$ cat config.mk
export PLATFORM = sky130hd
export DESIGN_NAME = note_acceptor_frontend
export DESIGN_NICKNAME = d
export VERILOG_FILES = /design/src/rtl/note_acceptor_frontend.sv
export SDC_FILE = /design/constraint.sdc
export NUM_CORES = 1
export LEC_CHECK = 0
export BUFFER_PORTS_ARGS = -buffer_cell sky130_fd_sc_hd__buf_2
export CAP_MARGIN = 10
export CORE_AREA = 2 2 54 56
export DETAILED_ROUTE_END_ITERATION = 6
export DIE_AREA = 0 0 56 58
export MAX_ROUTING_LAYER = met4
export PLACE_DENSITY = 0.79
export SYNTH_ARGS = -nofsm -noshare
export SYNTH_HDL_FRONTEND = slang
export SYNTH_SLANG_ARGS = --single-unit
$ cat constraint.sdc
create_clock -name clock -period 2.7 [get_ports clock]
set_clock_uncertainty 0.1 [all_clocks]
set_input_delay 0 -clock clock [delete_from_list [all_inputs] [get_ports clock]]
set_output_delay 0 -clock clock [all_outputs]
set_load 0.02 [all_outputs]
$ cat src/rtl/note_acceptor_frontend.sv
// ---------------------------------------------------------------------------
// NoteAcceptorFrontend
//
// Front end of the vending payment path. It takes the two raw, bouncing note
// slot switches, synchronises and debounces them, and turns one physical
// insertion into exactly one single-cycle note code for the downstream
// money-accumulation FSM. Simultaneous insertions, and insertions that arrive
// before the acceptor has settled after the previous note, are rejected.
//
// Parameters
//   DEBOUNCE_CYCLES  cycles a synchronised level must persist to be accepted
//   LOCKOUT_CYCLES   idle cycles required after release before a new note
//
// Ports
//   clock          system clock, rising edge
//   reset          asynchronous, active-high
//   btn_note10     raw 10 EUR slot switch (asynchronous, active-high)
//   btn_note20     raw 20 EUR slot switch (asynchronous, active-high)
//   enable         high when the acceptor may take notes
//   inputMoney     5'd10 / 5'd20 for one cycle per accepted note, else 0
//   note_valid     high exactly when inputMoney is non-zero
//   note_rejected  one-cycle pulse on a simultaneous or too-early insertion
//   busy           high whenever the acceptor is not idle
// ---------------------------------------------------------------------------
module note_acceptor_frontend #(
   parameter int DEBOUNCE_CYCLES = 16,
   parameter int LOCKOUT_CYCLES  = 8
) (
   input  logic       clock,
   input  logic       reset,
   input  logic       btn_note10,
   input  logic       btn_note20,
   input  logic       enable,
   output logic [4:0] inputMoney,
   output logic       note_valid,
   output logic       note_rejected,
   output logic       busy
);

   localparam int DW = $clog2(DEBOUNCE_CYCLES + 1);
   localparam int SW = $clog2(DEBOUNCE_CYCLES + 3);
   localparam int LW = $clog2(LOCKOUT_CYCLES + 1);

   localparam logic [DW-1:0] DEB_LAST   = DW'(DEBOUNCE_CYCLES);
   localparam logic [SW-1:0] START_LAST = SW'(DEBOUNCE_CYCLES + 2);
   localparam logic [LW-1:0] LOCK_LAST  = LW'(LOCKOUT_CYCLES - 1);

   typedef enum logic [2:0] {
      STARTUP,
      IDLE,
      EMIT,
      WAIT_REL,
      LOCKOUT
   } stateT;

   // Index 0 is the 10 EUR slot, index 1 the 20 EUR slot.
   logic [1:0]    s1;
   logic [1:0]    s2;
   logic [1:0]    deb;
   logic [DW-1:0] debCnt [2];

   stateT         state;
   logic [SW-1:0] startCnt;
   logic [LW-1:0] lockCnt;

   // Two-flop synchroniser followed by a per-slot debouncer. A synchronised
   // level only replaces the accepted level after it has disagreed with it on
   // DEBOUNCE_CYCLES+1 consecutive samples; any agreeing sample restarts the
   // count, so short bounces never reach the FSM.
   always_ff @(posedge clock or posedge reset) begin
      if (reset) begin
         s1        <= 2'b00;
         s2        <= 2'b00;
         deb       <= 2'b00;
         debCnt[0] <= '0;
         debCnt[1] <= '0;
      end else begin
         s1 <= {btn_note20, btn_note10};
         s2 <= s1;
         for (int i = 0; i < 2; i++) begin
            if (s2[i] != deb[i]) begin
               if (debCnt[i] == DEB_LAST) begin
                  deb[i]    <= s2[i];
                  debCnt[i] <= '0;
               end else begin
                  debCnt[i] <= debCnt[i] + DW'(1);
               end
            end else begin
               debCnt[i] <= '0;
            end
         end
      end
   end

   // Acceptance FSM with registered outputs. STARTUP outlasts the debounce
   // latency so a switch held through reset is seen as already pressed and
   // routed to WAIT_REL instead of producing a note. Every exit from a press
   // goes through WAIT_REL and a full LOCKOUT, which is what guarantees the
   // minimum spacing between codes. Only the accepted (debounced) levels are
   // used here; EMIT ignores the slots entirely so a second slot activated
   // mid-note is silently absorbed by WAIT_REL.
   always_ff @(posedge clock or posedge reset) begin
      if (reset) begin
         state         <= STARTUP;
         startCnt      <= '0;
         lockCnt       <= '0;
         inputMoney    <= 5'd0;
         note_valid    <= 1'b0;
         note_rejected <= 1'b0;
         busy          <= 1'b0;
      end else begin
         inputMoney    <= 5'd0;
         note_valid    <= 1'b0;
         note_rejected <= 1'b0;
         busy          <= 1'b1;
         case (state)
            STARTUP: begin
               if (startCnt == START_LAST) begin
                  startCnt <= '0;
                  state    <= WAIT_REL;
               end else begin
                  startCnt <= startCnt + SW'(1);
               end
            end
            IDLE: begin
               if (deb == 2'b11) begin
                  note_rejected <= 1'b1;
                  state         <= WAIT_REL;
               end else if (deb != 2'b00) begin
                  if (enable) begin
                     inputMoney <= deb[0] ? 5'd10 : 5'd20;
                     note_valid <= 1'b1;
                     state      <= EMIT;
                  end else begin
                     state <= WAIT_REL;
                  end
               end else begin
                  busy <= 1'b0;
               end
            end
            EMIT: begin
               state <= WAIT_REL;
            end
            WAIT_REL: begin
               if (deb == 2'b00) begin
                  lockCnt <= '0;
                  state   <= LOCKOUT;
               end
            end
            LOCKOUT: begin
               if (deb != 2'b00) begin
                  note_rejected <= 1'b1;
                  state         <= WAIT_REL;
               end else if (lockCnt == LOCK_LAST) begin
                  busy  <= 1'b0;
                  state <= IDLE;
               end else begin
                  lockCnt <= lockCnt + LW'(1);
               end
            end
            default: begin
               state <= STARTUP;
            end
         endcase
      end
   end

endmodule

# Word level (Yosys, flattened, before mapping)
# Index checks and enable logic that the tools add are counted.
[op_classes]
add_sub_neg = 4
reduce_logical = 8
mux = 33
n_eq_ne = 17
[ops]
columns = ["cell", "count"]
rows = [
  ["5-bit two-way mux", 10],
  ["3-bit two-way mux", 6],
  ["5-bit by 1-bit adder with 5-bit output (second input constant)", 3],
  ["5-bit equality test (second input constant)", 3],
  ["3-bit one-hot mux with 5 select lines", 1],
  ["4-bit two-way mux", 3],
  ["1-bit two-way mux", 10],
  ["2-bit inequality test (second input constant)", 4],
  ["4-bit one-hot mux with 2 select lines", 1],
  ["4-bit AND reduction", 2],
  ["3-bit by 2-bit equality test with 1-bit output (second input constant)", 2],
  ["3-bit inequality test (second input constant)", 2],
  ["4-bit by 1-bit adder with 4-bit output (second input constant)", 1],
  ["4-bit by 3-bit equality test with 1-bit output (second input constant)", 1],
  ["1-bit one-hot mux with 2 select lines", 2],
  ["2-bit AND reduction", 2],
  ["2-bit nonzero test", 2],
  ["3-bit by 1-bit equality test with 1-bit output (second input constant)", 1],
  ["3-bit equality test (second input constant)", 1],
  ["3-bit logical NOT", 1],
  ["2-bit equality test (second input constant)", 1],
  ["2-bit logical NOT", 1],
  ["1-bit inequality test", 2],
]
[totals]
output_inout_bits = 8
ff_bits = 36
elab_cells = 75

# Logic depth before layout (Yosys ltp)
# Gate-level depths: netlist (run 1).
[depth]
depth_word = 5
mapped_depth = 5
depth_no_buf = 5

# Least setup slack after synthesis (run 1)
# No wires, ideal clock.
[synth_timing]
path_type = "register to register"
startpoint = "reg state[1]"
endpoint = "reg lockCnt[3]"
arrival_time_ps = 1338
setup_time_ps = 77
path_slack_ps = 1184
stages_incl_launch_ff = 5
path_buffers = 1
cell_sequence = "dfrtp_1 > buf_2 > or3b_4 > o41a_1 > a21oi_1"
[synth_between]
elab_chain_cells = 3
elab_cells_between_ends = 8
[synth_rtl]
columns = ["element", "line", "text"]
rows = [
  ["start, declared", "62", "stateT state;"],
  ["start signal, assigned", "104", "state <= STARTUP;"],
  ["start signal, assigned", "120", "state <= WAIT_REL;"],
  ["start signal, assigned", "128", "state <= WAIT_REL;"],
  ["3-bit equality test or 3-bit by 2-bit equality test with 1-bit output (tied branches)", "116", "case (state)"],
  ["2-bit inequality test (no source line) or 2-bit nonzero test (tied branches)", "-", ""],
  ["4-bit AND reduction (no source line)", "-", ""],
  ["end signal, assigned", "158", "lockCnt <= lockCnt + LW'(1);"],
  ["end, declared", "64", "logic [LW-1:0] lockCnt;"],
]
# Several ways; a longest one is shown, not always the timed one.
# A chain may end at the register's enable or synchronous reset.

# Final worst setup path (run 1)
[layout_timing]
startpoint = "reg startCnt[0]"
endpoint = "reg startCnt[4]"
[layout_between]
elab_chain_cells = 2
elab_cells_between_ends = 3
[layout_rtl]
columns = ["element", "line", "text"]
rows = [
  ["start, declared", "63", "logic [SW-1:0] startCnt;"],
  ["start signal, assigned", "122", "startCnt <= startCnt + SW'(1);"],
  ["5-bit by 1-bit adder with 5-bit output or 5-bit equality test (tied branches)", "122, 118", ""],
  ["5-bit two-way mux *", "118", "if (startCnt == START_LAST) begin"],
]
# Mark *: on every way between the ends. The rest lies on a longest branch, timed or not.

==> flow_summary.ini, run 1 <==
[status]
status = finished, final reports clean

[final_layout]
syn_to_final_growth_pct = 10.1
drive_gt1_share_pct = 12.3
fillCellCount = 213
nNetsFinal = 174
antennaDiodeCount = 0

[grt]
antenna_found_initial = 0
grt_pass1_wl_mm = 4.36
grt_pass1_vias = 1029
grt_max_degree = 34
grt.overflow.total = 0
grt_usage_pct = 18.6

[detailed_routing]
viasPerCell = 5.63
vias = 1087
ant_nets = 0
wl_mm = 2.53
drt_pass1_iterations = 4
detail_route.wl_per_cell_um = 13.1
drc_errors = 0
drt-initial-drc-count = 45

[timing]
tightest_slew_ps = 538
slew_violations = 0
tns_ps = 0
maxSlewHeadroom_pct = 64.0
timing.hold.ws_ps = 183
hold_viol = 0
rsz0062_at_grt = false
period_needed_ps = 1630
finalCritPeriodShare_pct = 60.5
max_freq_mhz = 612
setup_violations = 0

[clock_network]
clock_latency_ps = 330
cts_sinks = 33
cts_buffers = 5
cts_setup_buffers = 0
cts.clk_slew.worst_paths_ps = 90
htree_levels = 2
cts_tree = done
clk_path_buf_depth = 2
clockRootBuffer = clkbuf_4

[placement]
place_hpwl_mm = 1.82
gp_congestion = 0.833
portBuffers = 11

[logic_synthesis]
syn_avg_cell_area_um2 = 10.7
synth-edff-count = 0
synth_cells = 146
async_flop_share_pct = 100
synth.net_count = 158
ys_warn_count = 0
synth-seq-area-share_pct = 52.8
synth_seq_cells = 33
synth_area_mm2 = 0.00157
synth.distinct_cells = 39
synthFlopType = dfrtp_1

[die]
die_y_um = 58
die_x_um = 56
rows = 19
core_mm2 = 0.00266
start_util_pct = 58.8
die-area_mm2 = 0.00325
ios = 13

[power]
combPwrFrac_pct = 7.6
vdd_drop_max_mv = 0.338
seq_power_share_pct = 60.7
power_density_mw_per_mm2 = 505
p_leak_uw = 0.000827
power_switching_uw = 208
clkPwrFrac_pct = 31.7
internal_power_uw = 663
switching_share_pct = 23.8

[flow_run]
maxCapViolations = 0

[worst_setup_path]
path_buf_inv = 1
cpLargestDelayFamily = flip-flops
endpoint_kind = register
criticalPathCategory = reg2reg
critPathMaxStageDelay_ps = 410
arrival_ps = 1760
critPathMaxFanout = 3
critPathLaunchType = register
worst_path_max_delay_cell = dfrtp_1
cp.depth = 5
cp_data_required_time_ps = 2830
ff2ff_path_depth = 5
path_cells = inv_1, ha_1, nor4bb_1, o21ai_1, a22o_1

[min_path]
min-delay-path-class = in2async
## final cells by class
type                            count  area [µm²]  area share (%)
Inverter                           10        37.5            2.18
Clock buffer                        7        55.1            3.20
Timing Repair Buffer               16         103            5.95
Sequential cell                    33         826            47.9
Multi-Input combinational cell     96         663            38.5
Tap cell                           31        38.8            2.25
## state kept, by name, summed over array words and instances, names as in the netlist
| signal | cells |
|---|---|
| debCnt | 10 |
| inputMoney | 2 |
| state | 3 |
| s1 | 2 |
| note_rejected | 1 |
| lockCnt | 4 |
| busy | 1 |
| deb | 2 |
| note_valid | 1 |
| s2 | 2 |
| startCnt | 5 |
## path summary, 6_finish.rpt
| path | start | endpoint | slack (ps) |
|---|---|---|---|
| worst max-delay path | startCnt[0] | startCnt[4] | 1070 |
| worst min-delay path | reset | s1[1] | 180 |
| worst max register to register | startCnt[0] | startCnt[4] | 1070 |
| worst min register to register | s1[1] | s2[1] | 260 |
| max in group asynchronous | reset | busy | 2020 |
| min in group clock | btn_note20 | s1[1] | 200 |
## cell usage in the layout (no fill, tap or decap), types with 2 or more instances in the layout
cell	n
dfrtp_1	33
buf_2	11
nor2_1	10
inv_1	10
nand3_1	8
ha_1	7
o21ai_1	6
nand2_1	5
a21oi_1	5
xnor2_1	5
xor2_1	5
clkbuf_4	5
a31oi_1	4
dlygate4sd3_1	4
nand3b_1	3
and2_1	3
nor2b_1	3
nor3b_1	3
o21ai_0	3
nor3_1	2
mux2_1	2
nand4bb_1	2
or3b_1	2
nand4_1	2
and3_1	2
## routing by layer
layer / vias to the layer above / part of all wire (%) / GRT usage (%)
met5: - / 0 / -
met4: 0 / 1.7 / 7.82
met3: 4 / 6.3 / 7.14
met2: 35 / 46 / 28.4
met1: 512 / 46 / 22.2
li1: 536 / - / -
## stage by stage
stage          utilization, %  setup WS [ps]  cell area (µm²)  power [µW]  std cells
2_1_floorplan               -           1180             1570         581        146
3_3_place_gp             61.1           1140             1630         595        182
3_5_place_dp             61.1           1090             1630         601        182
4_1_cts                  64.7           1080             1720         878        193
5_1_grt                  64.7            945             1720         912        193
6_report                 64.7           1070             1720         871        193
## power by group through the flow
stage	clock network, µW	logic [µW]	registers, µW
floorplan	0	45.7	536
global placement	0	58.2	537
detailed placement	0	62.5	538
CTS	282	67.4	528
global route	302	78.1	532
finish	276	66.0	529
## cells by family (layout without fill, tap and decap cells)
| kind of cell | Yosys count | count (layout) | share of synthesized area, % |
|---|---|---|---|
| flops | 33 | 33 | 52.8 |
| mux | 2 | 2 | 1.44 |
| compound gates | 24 | 24 | 9.35 |
| buf+inv | 17 | 33 | 4.88 |
| fa+ha+maj | 7 | 7 | 5.60 |
| xor+xnor | 10 | 10 | 5.60 |
| simple gates | 52 | 52 | 20.1 |
| other cells | 1 | 1 | 0.240 |
## cell usage after synthesis, types with 2 or more instances
cell       instances  area [µm²]
nand3_1            8        40.0
nand4_1            2        12.5
xnor2_1            5        43.8
nor3b_1            3        22.5
nand3b_1           3        22.5
a21oi_1            5        25.0
inv_1             10        37.5
and3_1             2        12.5
ha_1               7        87.6
o21ai_0            3        15.0
nor2b_1            3        18.8
a31oi_1            4        25.0
o21ai_1            6        30.0
mux2_1             2        22.5
dfrtp_1           33         826
and2_1             3        18.8
xor2_1             5        43.8
nor3_1             2        10.0
clkbuf_1           3        11.3
buf_4              3        22.5
or3b_1             2        17.5
nand2_1            5        18.8
nor2_1            10        37.5
nand4bb_1          2        22.5
## repair_timing
action	CTS	global route
gates resized for setup	0	0
hold buffers	4	0
endpoints found under the hold margin	39	0
## worst reg2reg max path: cells and delay by family, from the launching register on
kind | cells | cell delay, ps
buf+inv | 1 | 100
simple gates | 1 | 370
flops | 1 | 410
fa+ha+maj | 1 | 170
compound gates | 2 | 370
No activity file was read; power rests on OpenSTA's default activity.
==> run 2: changes to the inputs <==
--- a/config.mk
+++ b/config.mk
@@ -7,11 +7,11 @@
 export LEC_CHECK = 0
 export BUFFER_PORTS_ARGS = -buffer_cell sky130_fd_sc_hd__buf_2
 export CAP_MARGIN = 10
-export CORE_AREA = 2 2 54 56
+export CORE_AREA = 2 2 58 60
 export DETAILED_ROUTE_END_ITERATION = 6
-export DIE_AREA = 0 0 56 58
+export DIE_AREA = 0 0 60 62
 export MAX_ROUTING_LAYER = met4
-export PLACE_DENSITY = 0.79
+export PLACE_DENSITY = 0.72
 export SYNTH_ARGS = -nofsm -noshare
 export SYNTH_HDL_FRONTEND = slang
 export SYNTH_SLANG_ARGS = --single-unit
==> constraint.sdc (replaced) <==
create_clock -name clock -period 1.45 [get_ports clock]
set_clock_uncertainty 0.1 [all_clocks]
set_input_delay 0 -clock clock [delete_from_list [all_inputs] [get_ports clock]]
set_output_delay 0 -clock clock [all_outputs]
set_load 0.02 [all_outputs]
==> run 2 against run 1 <==
- the run now ends with setup timing left
- sequential share of layout area shrank 6.2 points
- die area grew 15%
- cell area grew 15%
- largest power group unchanged
- maximum frequency grew 8.5%
- largest cell class unchanged
==> flow_summary.ini, run 2 (synthesized netlist as in run 1, its figures left out) <==
[clock_network]
cts.clk_slew.worst_paths_ps = 100
clk_path_buf_depth = 2
cts_buffers = 5
cts_sinks = 33
cts_tree = done
htree_levels = 2
clockRootBuffer = clkbuf_4
clock_latency_ps = 340

[power]
internal_power_uw = 1320
seq_power_share_pct = 55.8
switching_share_pct = 24.6
p_leak_uw = 0.000959
power_density_mw_per_mm2 = 885
power_switching_uw = 432
clkPwrFrac_pct = 34.1
p_total_uw = 1750
combPwrFrac_pct = 10.1
vdd_drop_max_mv = 0.495

[placement]
portBuffers = 11
place_inst = 214
gp_congestion = 0.876
place_hpwl_mm = 2.04
dp_slack_ps = -91.6

[grt]
grt_usage_pct = 17.7
grt_max_degree = 34
grt_pass1_vias = 1114
antenna_found_initial = 0
grt_pass1_wl_mm = 4.64
grt.overflow.total = 0

[timing]
slew_violations = 0
period_needed_ps = 1510
hold_viol = 0
setup_violations = 1
finalCritPeriodShare_pct = 104
max_freq_mhz = 664
final.setup.worst_slack_ps = -56.3
rsz0062_at_grt = true

[min_path]
min-delay-path-class = in2async

[final_layout]
drive_gt1_share_pct = 29.9
top_regs = debCnt (10), startCnt (5), lockCnt (4)
antennaDiodeCount = 0
stdcell_count = 230
syn_to_final_growth_pct = 26.6
fillCellCount = 272
largest_reg_flops = 10
top_register = debCnt
layout_commonest_cell = dfrtp_1
nNetsFinal = 195
final_cell_mix = 32 x dfrtp_1, 20 x buf_4, 11 x buf_2

[worst_setup_path]
reg2reg_from = lockCnt[0]
arrival_ps = 1680
endpoint_kind = register
crit_path_start = lockCnt[0]
crit_path_end = lockCnt[3]
reg2reg_to = lockCnt[3]
ff2ff_path_depth = 4
cp_data_required_time_ps = 1620
r2r_slack_ps = -60
critPathMaxFanout = 4
criticalPathCategory = reg2reg
critPathLaunchType = register

[die]
rows = 21
die_y_um = 62
start_util_pct = 49.2
die-area_mm2 = 0.00372
die_x_um = 60
ios = 13
core_mm2 = 0.00318

[detailed_routing]
ant_nets = 0
drc_errors = 0
vias = 1178
drt-initial-drc-count = 53
viasPerCell = 5.12
drt_pass1_iterations = 4
wl_mm = 2.99
detail_route.wl_per_cell_um = 13.0

[status]
status = finished with violations
violations = setup timing

[flow_run]
maxCapViolations = 0
-- run 2: power by group through the flow --
stage          logic [µW]  registers [µW]  clock network (µW)
6_report              176             979                 599
2_1_floorplan        85.5             997                   0
3_3_place_gp          148             994                   0
3_5_place_dp          159             996                   0
5_1_grt               200             983                 643
4_1_cts               170             978                 610
-- run 2: cell type report --
type	count	area, µm²	share of cell area [%]
clock inverter	1	5.00	0.253
timing repair buffer	37	268	13.5
clock buffer	7	65.1	3.28
sequential	33	827	41.7
multi-input combinational	96	722	36.4
inverter	10	37.5	1.89
tap	46	57.6	2.90
-- run 2: repair_timing --
action,in CTS,in global routing
pin swaps,2,4
gates resized for setup,1,13
cloned,0,0
buffers inserted,2,2
hold buffers,4,0
endpoints found under the setup margin,2,19
hold endpoints to repair,39,0
-- run 2: how the worst min path moves through the flow --
stage / to / slack, ps
finish: startCnt[0] / 180
global route: s1[1] / 180
floorplan: s1[0] / -70
detailed placement: debCnt[5] / 5
CTS: s1[0] / 170
global placement: debCnt[8] / 3
-- run 2: metal layers --
metal	wire, µm	vias to the layer above	global-route usage [%]
li1	-	576	-
met1	1260	559	19.7
met2	1530	33	28.6
met3	124	10	5.80
met4	70	0	9.21
met5	0	-	-
-- run 2: metrics by stage --
stage	hold WS, ps	utilization [%]	TNS [ps]	cell area, µm²
global route	181	62.3	-210	1980
detailed placement	4.87	56.1	-117	1780
CTS	174	60.3	-32.3	1920
global placement	3.18	56.1	0	1780
floorplan	-68.6	-	-15.2	1580
finish	176	62.3	-56.3	1980
-- run 2: worst max-delay path, stage by stage (launching register included) --
cell	delay, ps
dfrtp_1	410
ha_2	190
and3b_2	220
o41a_1	410
a21oi_1	120
==> run 3: changes to the inputs <==
==> config.mk (replaced) <==
export PLATFORM = sky130hd
export DESIGN_NAME = note_acceptor_frontend
export DESIGN_NICKNAME = d
export VERILOG_FILES = /design/src/rtl/note_acceptor_frontend.sv
export SDC_FILE = /design/constraint.sdc
export NUM_CORES = 1
export LEC_CHECK = 0
export CAP_MARGIN = 20
export CORE_AREA = 2 2 57 59
export DETAILED_ROUTE_END_ITERATION = 6
export DIE_AREA = 0 0 59 61
export DONT_BUFFER_PORTS = 1
export MAX_ROUTING_LAYER = met4
export PLACE_DENSITY = 0.71
export SYNTH_ARGS = -nofsm -noshare
export SYNTH_HDL_FRONTEND = slang
export SYNTH_SLANG_ARGS = --single-unit
==> run 3 against run 2 <==
- the flow still finishes with violations (setup timing)
- critical path depth stayed put
- maximum frequency is 1.2% lower
- largest cell class unchanged
- core utilization is 0.59 points higher
- first-iteration DRC count is 26% lower
- sequential power is 0.4% higher
- die area is 3.3% lower
- clock power is 16% lower
- highest routed layer unchanged
- clock-buffer cell count is 2 lower
- cell count is 12% lower
==> flow_summary.ini, run 3 (synthesized netlist as in run 1, its figures left out) <==
[final_layout]
post-route-util_pct = 62.9
final_cell_mix = 32 x dfrtp_1, 19 x buf_4, 10 x nor2_1
nNetsFinal = 181
fillCellCount = 252
drive_gt1_share_pct = 24.1
layout_commonest_cell = dfrtp_1
antennaDiodeCount = 0
stdcell_count = 203
syn_to_final_growth_pct = 18.7
top_regs = debCnt (10), startCnt (5), lockCnt (4)
top_register = debCnt
largest_reg_flops = 10

[timing]
period_needed_ps = 1520
slew_violations = 0
max_freq_mhz = 656
rsz0062_at_grt = true
final.setup.worst_slack_ps = -74.6
setup_violations = 1
hold_viol = 0
finalCritPeriodShare_pct = 105

[clock_network]
cts.clk_slew.worst_paths_ps = 110
cts_tree = done
clockRootBuffer = clkbuf_4
clk_path_buf_depth = 2
htree_levels = 2
cts_buffers = 5
cts_sinks = 33
clock_latency_ps = 340

[die]
rows = 20
core_mm2 = 0.00295
die_y_um = 61
die-area_mm2 = 0.00360
start_util_pct = 53.0
ios = 13
die_x_um = 59

[power]
switching_share_pct = 26.2
vdd_drop_max_mv = 0.566
power_switching_uw = 433
clkPwrFrac_pct = 30.6
p_leak_uw = 0.000866
internal_power_uw = 1220
combPwrFrac_pct = 9.8
power_density_mw_per_mm2 = 888
seq_power_share_pct = 59.6

[grt]
grt_pass1_wl_mm = 4.54
grt_usage_pct = 17.9
grt_max_degree = 34
grt_pass1_vias = 1122
grt.overflow.total = 0
antenna_found_initial = 0

[placement]
place_hpwl_mm = 1.88
place_inst = 189
portBuffers = 0
gp_congestion = 0.815

[worst_setup_path]
arrival_ps = 1690
cp_data_required_time_ps = 1620
criticalPathCategory = reg2reg
critPathLaunchType = register
ff2ff_path_depth = 4
endpoint_kind = register
critPathMaxFanout = 5

[detailed_routing]
ant_nets = 0
detail_route.wl_per_cell_um = 13.5
viasPerCell = 5.63
drc_errors = 0
wl_mm = 2.74
drt-initial-drc-count = 39
drt_pass1_iterations = 4
vias = 1142

[min_path]
min-delay-path-class = in2async

[status]
status = finished with violations
violations = setup timing

[flow_run]
maxCapViolations = 0
## run 3: path summary, 6_finish.rpt
path	startpoint	endpoint	slack [ps]
setup / recovery	lockCnt[1]	lockCnt[3]	-70
hold / removal	reset	deb[0]	90
setup reg to reg	lockCnt[1]	lockCnt[3]	-70
hold reg to reg	s1[1]	s2[1]	260
max in group asynchronous	reset	state[2]	840
min in group clock	btn_note20	s1[1]	120
## run 3: what timing repair did
action | CTS | global route
hold endpoints to repair | 39 | 0
resized for setup | 2 | 10
pin swaps | 1 | 1
cloned | 0 | 0
hold buffers | 4 | 0
buffers inserted | 1 | 1
setup endpoints to repair | 3 | 14
## run 3: power groups by stage
| stage | Combinational (µW) | Clock, µW | Sequential, µW |
|---|---|---|---|
| 4_1_cts | 159 | 526 | 981 |
| 3_5_place_dp | 148 | 0 | 999 |
| 6_report | 162 | 505 | 983 |
| 5_1_grt | 185 | 559 | 988 |
| 3_3_place_gp | 141 | 0 | 995 |
| 2_1_floorplan | 85.5 | 0 | 997 |
## run 3: cell type report
type / count / area [µm²] / share of cell area [%]
tap: 33 / 41.3 / 2.22
inverter: 10 / 37.5 / 2.02
multi-input combinational: 96 / 714 / 38.5
clock buffer: 5 / 37.5 / 2.02
sequential: 33 / 827 / 44.5
clock inverter: 3 / 17.5 / 0.943
timing repair buffer: 23 / 183 / 9.83
## run 3: worst max-delay path, cell delays in order (launching register included)
cell and delay [ps]:
dfrtp_1 410, ha_2 190, and3b_2 240, o41a_1 410
a21oi_1 110
## run 3: routing by layer
metal | share of wire, % | wire [µm] | global-route usage (%) | vias to the layer above
met3 | 3.2 | 88 | 5.76 | 8
met1 | 44 | 1200 | 19.6 | 561
met2 | 51 | 1400 | 29.0 | 27
li1 | - | - | - | 546
met5 | 0 | 0 | - | -
met4 | 1.9 | 53 | 9.42 | 0
## run 3: through the flow
step | setup TNS [ps] | cell area (µm²) | total power (µW) | hold WS, ps | setup WS [ps]
after floorplan | -15.2 | 1580 | 1080 | -68.6 | -15.2
after global placement | 0 | 1710 | 1140 | -103 | 9.73
after detailed placement | -86.6 | 1710 | 1150 | -95.0 | -51.5
after CTS | -51.7 | 1820 | 1670 | 75.4 | -51.7
after global routing | -245 | 1860 | 1730 | 107 | -104
final | -74.6 | 1860 | 1650 | 85.4 | -74.6
